==> config.mk <==
export PLATFORM = sky130hd
export DESIGN_NAME = alu_sequencer_flat
export DESIGN_NICKNAME = d
export VERILOG_FILES = /design/src/rtl/cpu_pkg.sv /design/src/rtl/alu_sequencer_if.sv /design/src/rtl/alu_sequencer.sv /design/src/flat_wrapper.sv
export SDC_FILE = /design/constraint.sdc
export NUM_CORES = 1
export LEC_CHECK = 0
export ABC_AREA = 1
export CAP_MARGIN = 20
export CORE_MARGIN = 10
export CORE_UTILIZATION = 32
export DETAILED_ROUTE_END_ITERATION = 8
export GPL_TIMING_DRIVEN = 1
export PLACE_DENSITY = 0.93
export SKIP_CTS_REPAIR_TIMING = 1
export SYNTH_ARGS = -nofsm -noshare
export SYNTH_HDL_FRONTEND = slang
export SYNTH_SLANG_ARGS = --single-unit
==> constraint.sdc <==
create_clock -name clk -period 1.91 [get_ports clk]
set_clock_uncertainty 0.2 [all_clocks]
set_input_delay 0.191 -clock clk [delete_from_list [all_inputs] [get_ports clk]]
set_output_delay 0.191 -clock clk [all_outputs]
set_load 0.02 [all_outputs]
==> src/rtl/cpu_pkg.sv <==
// cpu_pkg: ALU command encoding, command width and sequencer state encoding shared by the ALU and sequencer.
package cpu_pkg;
    localparam int CMD_WIDTH = 3;
    typedef logic [CMD_WIDTH-1:0] cmd_t;
    localparam cmd_t CMD_NOP = 3'd0;
    localparam cmd_t CMD_ADD = 3'd1;
    localparam cmd_t CMD_SUB = 3'd2;
    typedef enum logic [1:0] {IDLE, READ, EXEC, WB} state_t;
    function automatic logic is_arith(cmd_t c);
        return c == CMD_ADD || c == CMD_SUB;
    endfunction
    function automatic logic is_legal(cmd_t c);
        return c <= CMD_SUB;
    endfunction
endpackage

==> src/rtl/alu_sequencer_if.sv <==
// alu_sequencer_if: instruction-source side of the sequencer.
// Carries the operation offer (opValid/opReady, opCmd, opRd, opRs1, opRs2),
// the completion report (doneValid, doneRd, doneData) and the sticky errIllegal flag.
// master = instruction source, slave = sequencer.
interface alu_sequencer_if #(
    parameter int DATA_WIDTH = 32,
    parameter int SEL_WIDTH  = 5
);
    import cpu_pkg::*;
    logic                  opValid;
    logic                  opReady;
    cmd_t                  opCmd;
    logic [SEL_WIDTH-1:0]  opRd;
    logic [SEL_WIDTH-1:0]  opRs1;
    logic [SEL_WIDTH-1:0]  opRs2;
    logic                  doneValid;
    logic [SEL_WIDTH-1:0]  doneRd;
    logic [DATA_WIDTH-1:0] doneData;
    logic                  errIllegal;
    modport master (
        output opValid, opCmd, opRd, opRs1, opRs2,
        input  opReady, doneValid, doneRd, doneData, errIllegal
    );
    modport slave (
        input  opValid, opCmd, opRd, opRs1, opRs2,
        output opReady, doneValid, doneRd, doneData, errIllegal
    );
endinterface

==> src/rtl/alu_sequencer.sv <==
// alu_sequencer: runs one register-to-register ALU op at a time (IDLE -> READ -> EXEC -> WB).
// Ports: clk, reset (sync, active-high); op (slave side of alu_sequencer_if: offer, done, errIllegal);
// reg1Sel/reg2Sel + reg1/reg2 register file reads; regWSel/regWData/regWWe write-back;
// aluCmd/aluLhs/aluRhs + aluResult ALU connection.
import cpu_pkg::*;

module alu_sequencer #(
    parameter int DATA_WIDTH = 32,
    parameter int SEL_WIDTH  = 5
) (
    input  logic                  clk,
    input  logic                  reset,
    alu_sequencer_if.slave        op,
    output logic [SEL_WIDTH-1:0]  reg1Sel,
    output logic [SEL_WIDTH-1:0]  reg2Sel,
    input  logic [DATA_WIDTH-1:0] reg1,
    input  logic [DATA_WIDTH-1:0] reg2,
    output logic [SEL_WIDTH-1:0]  regWSel,
    output logic [DATA_WIDTH-1:0] regWData,
    output logic                  regWWe,
    output cmd_t                  aluCmd,
    output logic [DATA_WIDTH-1:0] aluLhs,
    output logic [DATA_WIDTH-1:0] aluRhs,
    input  logic [DATA_WIDTH-1:0] aluResult
);
    state_t                state, state_nx;
    cmd_t                  cmd_q;
    logic [SEL_WIDTH-1:0]  rd_q, rs1_q, rs2_q;
    logic [DATA_WIDTH-1:0] result_q;
    logic                  err_q;
    always_ff @(posedge clk) begin
        if (reset) begin
            state    <= IDLE;
            cmd_q    <= CMD_NOP;
            rd_q     <= '0;
            rs1_q    <= '0;
            rs2_q    <= '0;
            result_q <= '0;
            err_q    <= 1'b0;
        end else begin
            state <= state_nx;
            if (state == IDLE && op.opValid) begin
                cmd_q <= op.opCmd;
                rd_q  <= op.opRd;
                rs1_q <= op.opRs1;
                rs2_q <= op.opRs2;
            end
            // NOP and illegal ops report zero regardless of what the ALU returns
            if (state == EXEC)
                result_q <= is_arith(cmd_q) ? aluResult : '0;
            if (state == WB && !is_legal(cmd_q))
                err_q <= 1'b1;
        end
    end
    always_comb begin
        state_nx = IDLE;
        state_nx = (state == IDLE) ? (op.opValid ? READ : IDLE) :
                   (state == READ) ? EXEC :
                   (state == EXEC) ? WB : IDLE;
    end
    always_comb begin
        op.opReady   = (state == IDLE);
        reg1Sel      = rs1_q;
        reg2Sel      = rs2_q;
        aluCmd       = (state == EXEC && is_legal(cmd_q)) ? cmd_q : CMD_NOP;
        aluLhs       = (state == EXEC) ? reg1 : '0;
        aluRhs       = (state == EXEC) ? reg2 : '0;
        regWSel      = (state == WB) ? rd_q : '0;
        regWData     = (state == WB) ? result_q : '0;
        regWWe       = (state == WB) && is_arith(cmd_q) && (rd_q != '0);
        op.doneValid = (state == WB);
        op.doneRd    = (state == WB) ? rd_q : '0;
        op.doneData  = (state == WB) ? result_q : '0;
        op.errIllegal = err_q;
    end
endmodule

==> src/flat_wrapper.sv <==
// flat-port wrapper written by rule: the top's interface ports become plain ports
module alu_sequencer_flat 
#(
    parameter int DATA_WIDTH = 32,
    parameter int SEL_WIDTH  = 5
)
  (clk, reset, reg1Sel, reg2Sel, reg1, reg2, regWSel, regWData, regWWe, aluCmd, aluLhs, aluRhs, aluResult, op_opValid, op_opCmd, op_opRd, op_opRs1, op_opRs2, op_opReady, op_doneValid, op_doneRd, op_doneData, op_errIllegal);
  alu_sequencer_if #(.DATA_WIDTH(DATA_WIDTH), .SEL_WIDTH(SEL_WIDTH)) op_i ();
  input  logic clk;
  input  logic reset;
  output logic [SEL_WIDTH-1:0] reg1Sel;
  output logic [SEL_WIDTH-1:0] reg2Sel;
  input  logic [DATA_WIDTH-1:0] reg1;
  input  logic [DATA_WIDTH-1:0] reg2;
  output logic [SEL_WIDTH-1:0] regWSel;
  output logic [DATA_WIDTH-1:0] regWData;
  output logic regWWe;
  output cmd_t aluCmd;
  output logic [DATA_WIDTH-1:0] aluLhs;
  output logic [DATA_WIDTH-1:0] aluRhs;
  input  logic [DATA_WIDTH-1:0] aluResult;
  input wire logic [$bits(op_i.opValid)-1:0] op_opValid;
  input wire logic [$bits(op_i.opCmd)-1:0] op_opCmd;
  input wire logic [$bits(op_i.opRd)-1:0] op_opRd;
  input wire logic [$bits(op_i.opRs1)-1:0] op_opRs1;
  input wire logic [$bits(op_i.opRs2)-1:0] op_opRs2;
  output wire logic [$bits(op_i.opReady)-1:0] op_opReady;
  output wire logic [$bits(op_i.doneValid)-1:0] op_doneValid;
  output wire logic [$bits(op_i.doneRd)-1:0] op_doneRd;
  output wire logic [$bits(op_i.doneData)-1:0] op_doneData;
  output wire logic [$bits(op_i.errIllegal)-1:0] op_errIllegal;
  assign op_i.opValid = op_opValid;
  assign op_i.opCmd = op_opCmd;
  assign op_i.opRd = op_opRd;
  assign op_i.opRs1 = op_opRs1;
  assign op_i.opRs2 = op_opRs2;
  assign op_opReady = op_i.opReady;
  assign op_doneValid = op_i.doneValid;
  assign op_doneRd = op_i.doneRd;
  assign op_doneData = op_i.doneData;
  assign op_errIllegal = op_i.errIllegal;
  alu_sequencer #(.DATA_WIDTH(DATA_WIDTH), .SEL_WIDTH(SEL_WIDTH)) u_core (.clk(clk), .reset(reset), .op(op_i), .reg1Sel(reg1Sel), .reg2Sel(reg2Sel), .reg1(reg1), .reg2(reg2), .regWSel(regWSel), .regWData(regWData), .regWWe(regWWe), .aluCmd(aluCmd), .aluLhs(aluLhs), .aluRhs(aluRhs), .aluResult(aluResult));
endmodule
======== After elaboration in Yosys (flattened, before gate mapping) ========
Cells that the tools add are included.
W data, S select, Z words.
storage, ports and cells
  logic and storage cells ................. 32
  input bits .............................. 117
  ROM bits ................................ 0
  memories ................................ 0
  bits in latches ......................... 0
  RAM bits ................................ 0
  register bits after elaboration ......... 53
operators by class
  shifts and indexed selects .............. 0
  $add $sub $neg .......................... 0
  multiplexer cells ....................... 10
  magnitude comparators ................... 1
  $mul .................................... 0
  eq/ne operators ......................... 5
  reductions and logical operators ........ 9
  bitwise logic cells ..................... 0
  divide/modulo/power cells ............... 0
operators by type and width
  cell                  count
  $mux W32              4
  $mux W2               3
  $logic_and A1 B1 Y1   5
  $mux W5               1
  $reduce_bool A5 Y1    1
  $eq A2 B2 Y1 const B  2
  $eq A3 B1 Y1 const B  1
  $eq A3 B2 Y1 const B  1
  $le A3 B2 Y1 const B  1
  $mux W3               1
  $eq A2 B1 Y1 const B  1
  $logic_not A2 Y1      1
  $logic_not A1 Y1      1
  $logic_or A1 B1 Y1    1
  $mux W1               1

======== Longest topological paths before layout ========
Gate-level depths: netlist (run 1).
  word-level depth ........................ 4
  mapped depth ............................ 7
  depth with buffers taken out ............ 6

======== Worst setup path after synthesis (run 1) ========
No wires, ideal clock.
  path type ............................... register to output
  start point ............................. register u_core.state[1]
  end point ............................... output regWData[25]
  data arrival time ....................... 1,474 ps
  setup slack ............................. 45 ps
  required time ........................... 1,519 ps
  buffers on the path ..................... 3
  stages on the path, launching flop included .. 7
  path through ............................ dfxtp_1 > ha_1 > buf_2 > buf_2 > nand2_1 > inv_1 > buf_4
between the ends
  longest elaborated chain between the ends .. 2
RTL lines
  what                    line                 text
  start, declared         alu_sequencer.sv:26  state_t state, state_nx;
  start signal, assigned  alu_sequencer.sv:41  state <= state_nx;
  $eq A2 B2 Y1            n/a
  net op_doneValid        flat_wrapper.sv:28   output wire logic [$bits(op_i.doneValid)-1:0] op_doneValid;
  $mux W32                alu_sequencer.sv:69  regWData = (state == WB) ? result_q : '0;
  end, declared           flat_wrapper.sv:16   output logic [DATA_WIDTH-1:0] regWData;
The timed path passes the listed nets, and every way through them passes these cells.

======== Worst setup path after layout (run 1) ========
  start point ............................. register u_core.state[1]
  end point ............................... output aluLhs[29]
between the ends
  longest elaborated chain between the ends .. 2
RTL lines
  what           line                 text
  $eq A2 B2 Y1   alu_sequencer.sv:66  aluLhs = (state == EXEC) ? reg1 : '0;
  $mux W32       alu_sequencer.sv:66
  end, declared  flat_wrapper.sv:19   output logic [DATA_WIDTH-1:0] aluLhs;
Every way passes these cells.

==> results.ini, run 1 <==
[synth]
netlist_instances=501
synthesis.area_mm2=0.003124
synth_flop_cell=dfxtp_1
ys_top_cells_by_count=nand2_1 (135), inv_1 (110), dfxtp_1 (53)
syn_avg_cell_area_um2=6.236
yosysMostFrequentCell=nand2_1
synth.ff_latch_count=53
synth_area_leaders=dfxtp_1 (34%), nand2_1 (16%), inv_1 (13%)
syn_nets=622
ys_types=20
async_reset_ff_frac=0
synth_top_area_share=0.3396
yosysTopAreaCell=dfxtp_1
synth-edff-count=0
ys_warn_count=0
ys_seq_area_frac=0.3396

[timing]
maxSlewViolCount=0
worst_slack_ns=-0.09811
fmax_mhz=498.0
finalCritPeriodShare=1.051
finalHoldViolCount=0
period_minus_slack_ns=2.008
rsz0062_at_grt=true
setup_viol=33

[clock_tree]
cts_max_path_buffers=2
path_clk_slew_ns=0.09
clock_tree.root_cell=clkbuf_8
clock_latency_ns=0.30
clkSinkCount=53
tritoncts=yes
numCtsBuffers=5
htreeDepth=2

[final_layout]
final_area_mm2=0.005881
multi_input_area_mm2=0.001331
seq_area_mm2=0.001062
postLayoutCoreUtil=0.6101
fin_cells=878
drive_above_1_share=0.3038
final_nets=864
syn2layout_area_growth_pct=88.23
fillers=864

[placement]
numPlacedInstances=853
hpwlAfterDp_mm=11.06
dpl-instance-area_mm2=0.005724
gp_congestion=0.7732
portBuffers=270

[worst_hold_path]
min_from=aluResult[29]
hp-class=input port to flop
min_to=u_core.result_q[29]
min_path_cells=3

[drt]
drt_iter0_drc=197
drc=0
avgViaCountPerCell=4.350
drtAntennaViolNets=0
finalWirelength_mm=14.91
drt-wirelength-per-cell_um=16.98
firstDrtPassIters=4
vias=3819

[worst_setup_path]
worstReg2RegStart=u_core.state[1]
regToRegSetupSlack_ns=0.07
worstReg2RegEnd=u_core.result_q[8]
crit_type=flop to output port
cp.arrival_ns=1.62
crit_path_end_kind=output port
cp_max_fo=5
r2r_cells=8
startpoint=u_core.state[1]
required_ns=1.52
start_kind=flop

[run_status]
status=finished with violations
violations=setup timing

[floorplanning]
core_area_mm2=0.009639
die_area_mm2=0.01412
fp.dieH_um=118.8
start_util=0.3241
num_rows=36
io_pins=272
die_w_um=118.8

[global_route]
grt_max_degree=49
grtUsageTotal=0.1713
antenna_found_initial=1
grt_pass1_wl_mm=19.59
grt.overflow.total=0
grt_pass1_vias=3565

[power]
finalPower_mw=2.397
leakagePower_nw=3.673
cellPowerDensity_mw_per_mm2=407.7
irDropWorstVdd_v=0.0004316

[job]
maxCapViolCount=0

[report_power, final]
| part | internal [mW] | total [mW] | switching, mW |
|---|---|---|---|
| Sequential | 1.15 | 1.18 | 0.0272 |
| Combinational | 0.352 | 0.612 | 0.261 |
| Clock | 0.255 | 0.605 | 0.350 |
| Total | 1.76 | 2.40 | 0.638 |
[per-stage QoR]
stage | setup TNS (ns) | setup slack, ns | hold WS (ns)
floorplan | 0 | 0.04546 | 0.06007
global placement | -0.3872 | -0.04844 | 0.2405
detailed placement | -3.167 | -0.07413 | 0.2445
CTS | -50.24 | -0.4218 | 0.2216
global route | -5.899 | -0.1699 | 0.2248
finish | -0.9384 | -0.09811 | 0.2320
[worst max-delay path, stage by stage, from the launching register on]
cell and delay, ns:
dfxtp_2 0.34, buf_6 0.11, ha_4 0.17, buf_6 0.12, buf_8 0.13, buf_12 0.14, buf_12 0.12, nand2_4 0.04
inv_2 0.03, buf_6 0.12
[area by class of cell]
class                           count  share of cell area
Timing Repair Buffer              302              0.4800
Multi-Input combinational cell    271              0.2264
Sequential cell                    53              0.1806
Inverter                          110             0.07021
Tap cell                          133             0.02830
Clock buffer                        6             0.01234
Clock inverter                      2            0.001702
Antenna cell                        1           0.0004255
[logic make-up after synthesis]
| logic type | after synthesis | share of synthesized area |
|---|---|---|
| flops | 53 | 0.3396 |
| buf+inv | 177 | 0.2759 |
| fa+ha+maj | 4 | 0.01602 |
| other cells | 1 | 0.001200 |
| simple gates | 179 | 0.2267 |
| compound gates | 87 | 0.1406 |
[layout by cell type (no fill, tap or decap)]
cell type | netlist | layout
o21ai_1 | 0 | 1
nand2_4 | 1 | 10
clkbuf_1 | 12 | 1
nor3_1 | 1 | 1
nor2_2 | 1 | 1
inv_2 | 0 | 26
inv_1 | 110 | 84
nand2_2 | 3 | 23
nand3b_1 | 1 | 1
dfxtp_1 | 53 | 52
clkbuf_16 | 0 | 5
clkinv_2 | 0 | 2
clkbuf_2 | 0 | 74
a21oi_2 | 1 | 1
ha_4 | 0 | 1
dfxtp_2 | 0 | 1
nor2_1 | 36 | 36
buf_8 | 3 | 3
ha_1 | 4 | 3
clkdlybuf4s50_1 | 0 | 127
nand2_1 | 135 | 106
diode_2 | 0 | 1
buf_6 | 0 | 38
o21ai_0 | 50 | 49
clkbuf_8 | 0 | 5
buf_12 | 0 | 7
buf_2 | 11 | 7
dlymetal6s2s_1 | 0 | 20
buf_4 | 40 | 21
conb_1 | 1 | 1
nand3_4 | 1 | 1
a21oi_1 | 36 | 36
[registers in the layout, indices dropped and copies added (netlist names)]
register and cells:
u_core.result_q 32, u_core.rd_q 5, u_core.reg1Sel 5, u_core.reg2Sel 5, u_core.cmd_q 3, u_core.state 2
u_core.op.errIllegal 1
[how the worst max path moves through the flow]
stage                     cells after the start  slack (ns)              to
after detailed placement                      5       -0.07  op_doneData[8]
after global placement                        5       -0.05  op_doneData[8]
after CTS                                     5       -0.42  op_doneData[8]
after global routing                          9       -0.17      aluLhs[29]
final                                         9        -0.1      aluLhs[29]
after floorplan                               6        0.05    regWData[25]
[layer usage]
layer  vias up  wire [µm]  track usage
met4         0        318      0.04046
met2       171       7935       0.3394
li1       1904          -            -
met3        19        982      0.06519
met5         -          0            0
met1      1725       5671       0.1607
Power figures use the tool's default switching activity.
==> inputs of run 2 (changes only) <==
Settings changed: CAP_MARGIN 20 to 0, CORE_ASPECT_RATIO set to 1.5.
==> run 2 against run 1 <==
  * The flow now finishes without violations
  * First-iteration DRC count fell by 7.6%
  * Combinational power fell by 7.0%
  * Count of clock-buffer cells in the layout rose by 1
  * Clock power rose by 47%
  * Non-clock buffer count fell by 8
  * Design area fell by 3.7%
  * Final cell count fell by 3.1%
  * Maximum frequency rose by 7.9%
  * Sequential share of layout area rose by 0.71 points
  * Sequential power barely moved
  * Critical endpoint is now aluLhs[9]
  * Highest routed layer is now met5
==> results.ini, run 2 (synthesis results as in run 1) <==
[clock_tree]
numCtsBuffers=5  ; unchanged
htreeDepth=2  ; unchanged
cts_max_path_buffers=2  ; unchanged
clock_latency_ns=0.28  ; -0.02 ns
clock_tree.root_cell=clkbuf_16
tritoncts=yes
clkSinkCount=53  ; unchanged
path_clk_slew_ns=0.06  ; -0.03 ns

[worst_setup_path]
cp.arrival_ns=1.47  ; -0.15 ns
crit_end=aluLhs[9]
required_ns=1.52  ; about the same
worst_path_most_repeated_cell=buf_4
cpPeakStageDelay_ns=0.36  ; +0.02 ns
crit_slowest_cell=dfxtp_2
worstReg2RegStart=u_core.state[1]
startpoint=u_core.state[0]
cp_max_fo=27  ; +22
worstReg2RegEnd=u_core.cmd_q[1]
crit_type=flop to output port
regToRegSetupSlack_ns=0.15  ; +0.08 ns
path_cells=inv_2 -> ha_4 -> buf_4 -> buf_12 -> nand2_1 -> inv_1 -> buf_4
crit_path_end_kind=output port
start_kind=flop
r2r_cells=7  ; -1

[drt]
drt-wirelength-per-cell_um=17.11  ; +0.79%
vias=3753  ; -1.7%
drt_iter0_drc=182  ; -7.6%
avgViaCountPerCell=4.410  ; +1.4%
firstDrtPassIters=4  ; unchanged
drtAntennaViolNets=0  ; unchanged
drc=0  ; unchanged
finalWirelength_mm=14.56  ; -2.3%

[floorplanning]
core_area_mm2=0.009634  ; about the same
die_w_um=100.7  ; -15%
io_pins=272  ; unchanged
num_rows=44  ; +22%
die_area_mm2=0.01420  ; +0.57%
fp.dieH_um=141.0  ; +19%
start_util=0.3243  ; about the same

[timing]
finalCritPeriodShare=0.9745  ; -0.07683
rsz0062_at_grt=true
relSlewSlack=0.6673
worst_pin_slew_ns=0.4986
tns_ns=0  ; +0.9384 ns
period_minus_slack_ns=1.861  ; -0.1467 ns
maxSlewViolCount=0  ; unchanged
setup_viol=0  ; -100%
finalHoldViolCount=0  ; unchanged
hold_slack_ns=0.2510  ; +0.01895 ns
fmax_mhz=537.2  ; +7.9%

[final_layout]
fillers=913  ; +5.7%
largest-register=u_core.result_q
layout_commonest_cell=nand2_1
final_nets=856  ; -0.93%
drive_above_1_share=0.1891  ; -0.1146
layout_common_cells=nand2_1 (134), clkdlybuf4s50_1 (127), inv_1 (109), clkbuf_2 (74), dfxtp_1 (51)
syn2layout_area_growth_pct=81.34
multi_input_area_mm2=0.001229  ; -7.7%
largest_reg_flops=32  ; unchanged
seq_area_mm2=0.001064  ; +0.12%

[global_route]
grtUsageTotal=0.1789  ; +0.007632
antenna_found_initial=3  ; +2
grt_pass1_wl_mm=19.87  ; +1.4%
grt-busiest-layer=met2
grt_use_met2=0.3150  ; -0.02435
use_met1=0.1690  ; +0.008275
grt_pass1_vias=3612  ; +1.3%
grt.overflow.total=0  ; unchanged
use_met3=0.1057  ; +0.04049
grt_max_degree=33  ; -33%

[power]
p_seq_frac=0.448  ; -0.044
cellPowerDensity_mw_per_mm2=466.2  ; +14%
swShare=0.2439  ; -0.02234
pwr-share-comb=0.215  ; -0.040
leakagePower_nw=4.023  ; +9.5%
irDropWorstVdd_v=0.0006479  ; +50%
p_clk_frac=0.337  ; +0.085
p_int_mw=1.997  ; +14%
power.net_switching_mw=0.6442  ; +0.93%

[placement]
portBuffers=270  ; unchanged
gp_congestion=0.7646  ; -1.1%
hpwlAfterDp_mm=11.79  ; +6.6%

[job]
maxCapViolCount=0  ; unchanged

[worst_hold_path]
hp-class=flop to flop

[run_status]
status=finished, final reports clean

run 2: changes by cell type in the layout (fill, tap and decap cells not counted), sizes merged:
cell          previous run  this run
clkbuf                  85        84
dlymetal6s2s            20        47
clkinv                   2         0
buf                     76        43
run 2: worst max-delay path, delay by kind of cell (launching register included):
kind,cells,cell delay (ns)
and+or+nand+nor,1,0.08
adders and majority gates,1,0.18
DFF,1,0.36
buffers and inverters,5,0.55
run 2: worst min-delay path by stage:
stage                                    start              endpoint  slack, ns  cells past startpoint
after floorplan                          reset  u_core.op.errIllegal       0.06                      1
after global placement    u_core.op.errIllegal  u_core.op.errIllegal       0.24                      2
after detailed placement  u_core.op.errIllegal  u_core.op.errIllegal       0.24                      2
after CTS                        aluResult[27]   u_core.result_q[27]       0.25                      3
after global routing             aluResult[15]   u_core.result_q[15]       0.26                      3
final                     u_core.op.errIllegal  u_core.op.errIllegal       0.25                      2
run 2: metrics by stage:
stage | power, mW | worst slack, ns | cells | utilization | cell area, µm²
global route | 2.779 | -0.01936 | 851 | 0.5881 | 5665
global placement | 1.772 | -0.05755 | 839 | 0.5939 | 5722
detailed placement | 1.783 | -0.09991 | 839 | 0.5939 | 5722
finish | 2.641 | 0.04864 | 851 | 0.5881 | 5665
CTS | 2.684 | -0.4193 | 846 | 0.6087 | 5864
floorplan | 1.436 | 0.04546 | 501 | - | 3124
run 2: power groups by stage:
stage / Sequential, mW / Clock, mW / Combinational (mW)
2_1_floorplan: 1.22 / 0 / 0.213
4_1_cts: 1.18 / 0.925 / 0.578
3_5_place_dp: 1.21 / 0 / 0.577
3_3_place_gp: 1.20 / 0 / 0.567
5_1_grt: 1.19 / 0.969 / 0.622
6_report: 1.18 / 0.889 / 0.569
run 2: area by class of cell:
class / instances / area share
Timing Repair Buffer: 294 / 0.4715
Clock buffer: 7 / 0.02518
Tap cell: 115 / 0.02540
Multi-Input combinational cell: 271 / 0.2169
Inverter: 110 / 0.07288
Sequential cell: 53 / 0.1877
Antenna cell: 1 / 0.0004417
run 2: routing by layer:
layer	wire [µm]	vias up
met3	1924	21
li1	-	1891
met4	298	4
met1	5203	1645
met5	27	-
met2	7109	192
==> inputs of run 3 (changes only) <==
Settings changed: HOLD_SLACK_MARGIN set to 0.15.
==> results of run 3 <==
No change in the layout: final DEF, timing and power equal those of run 2.
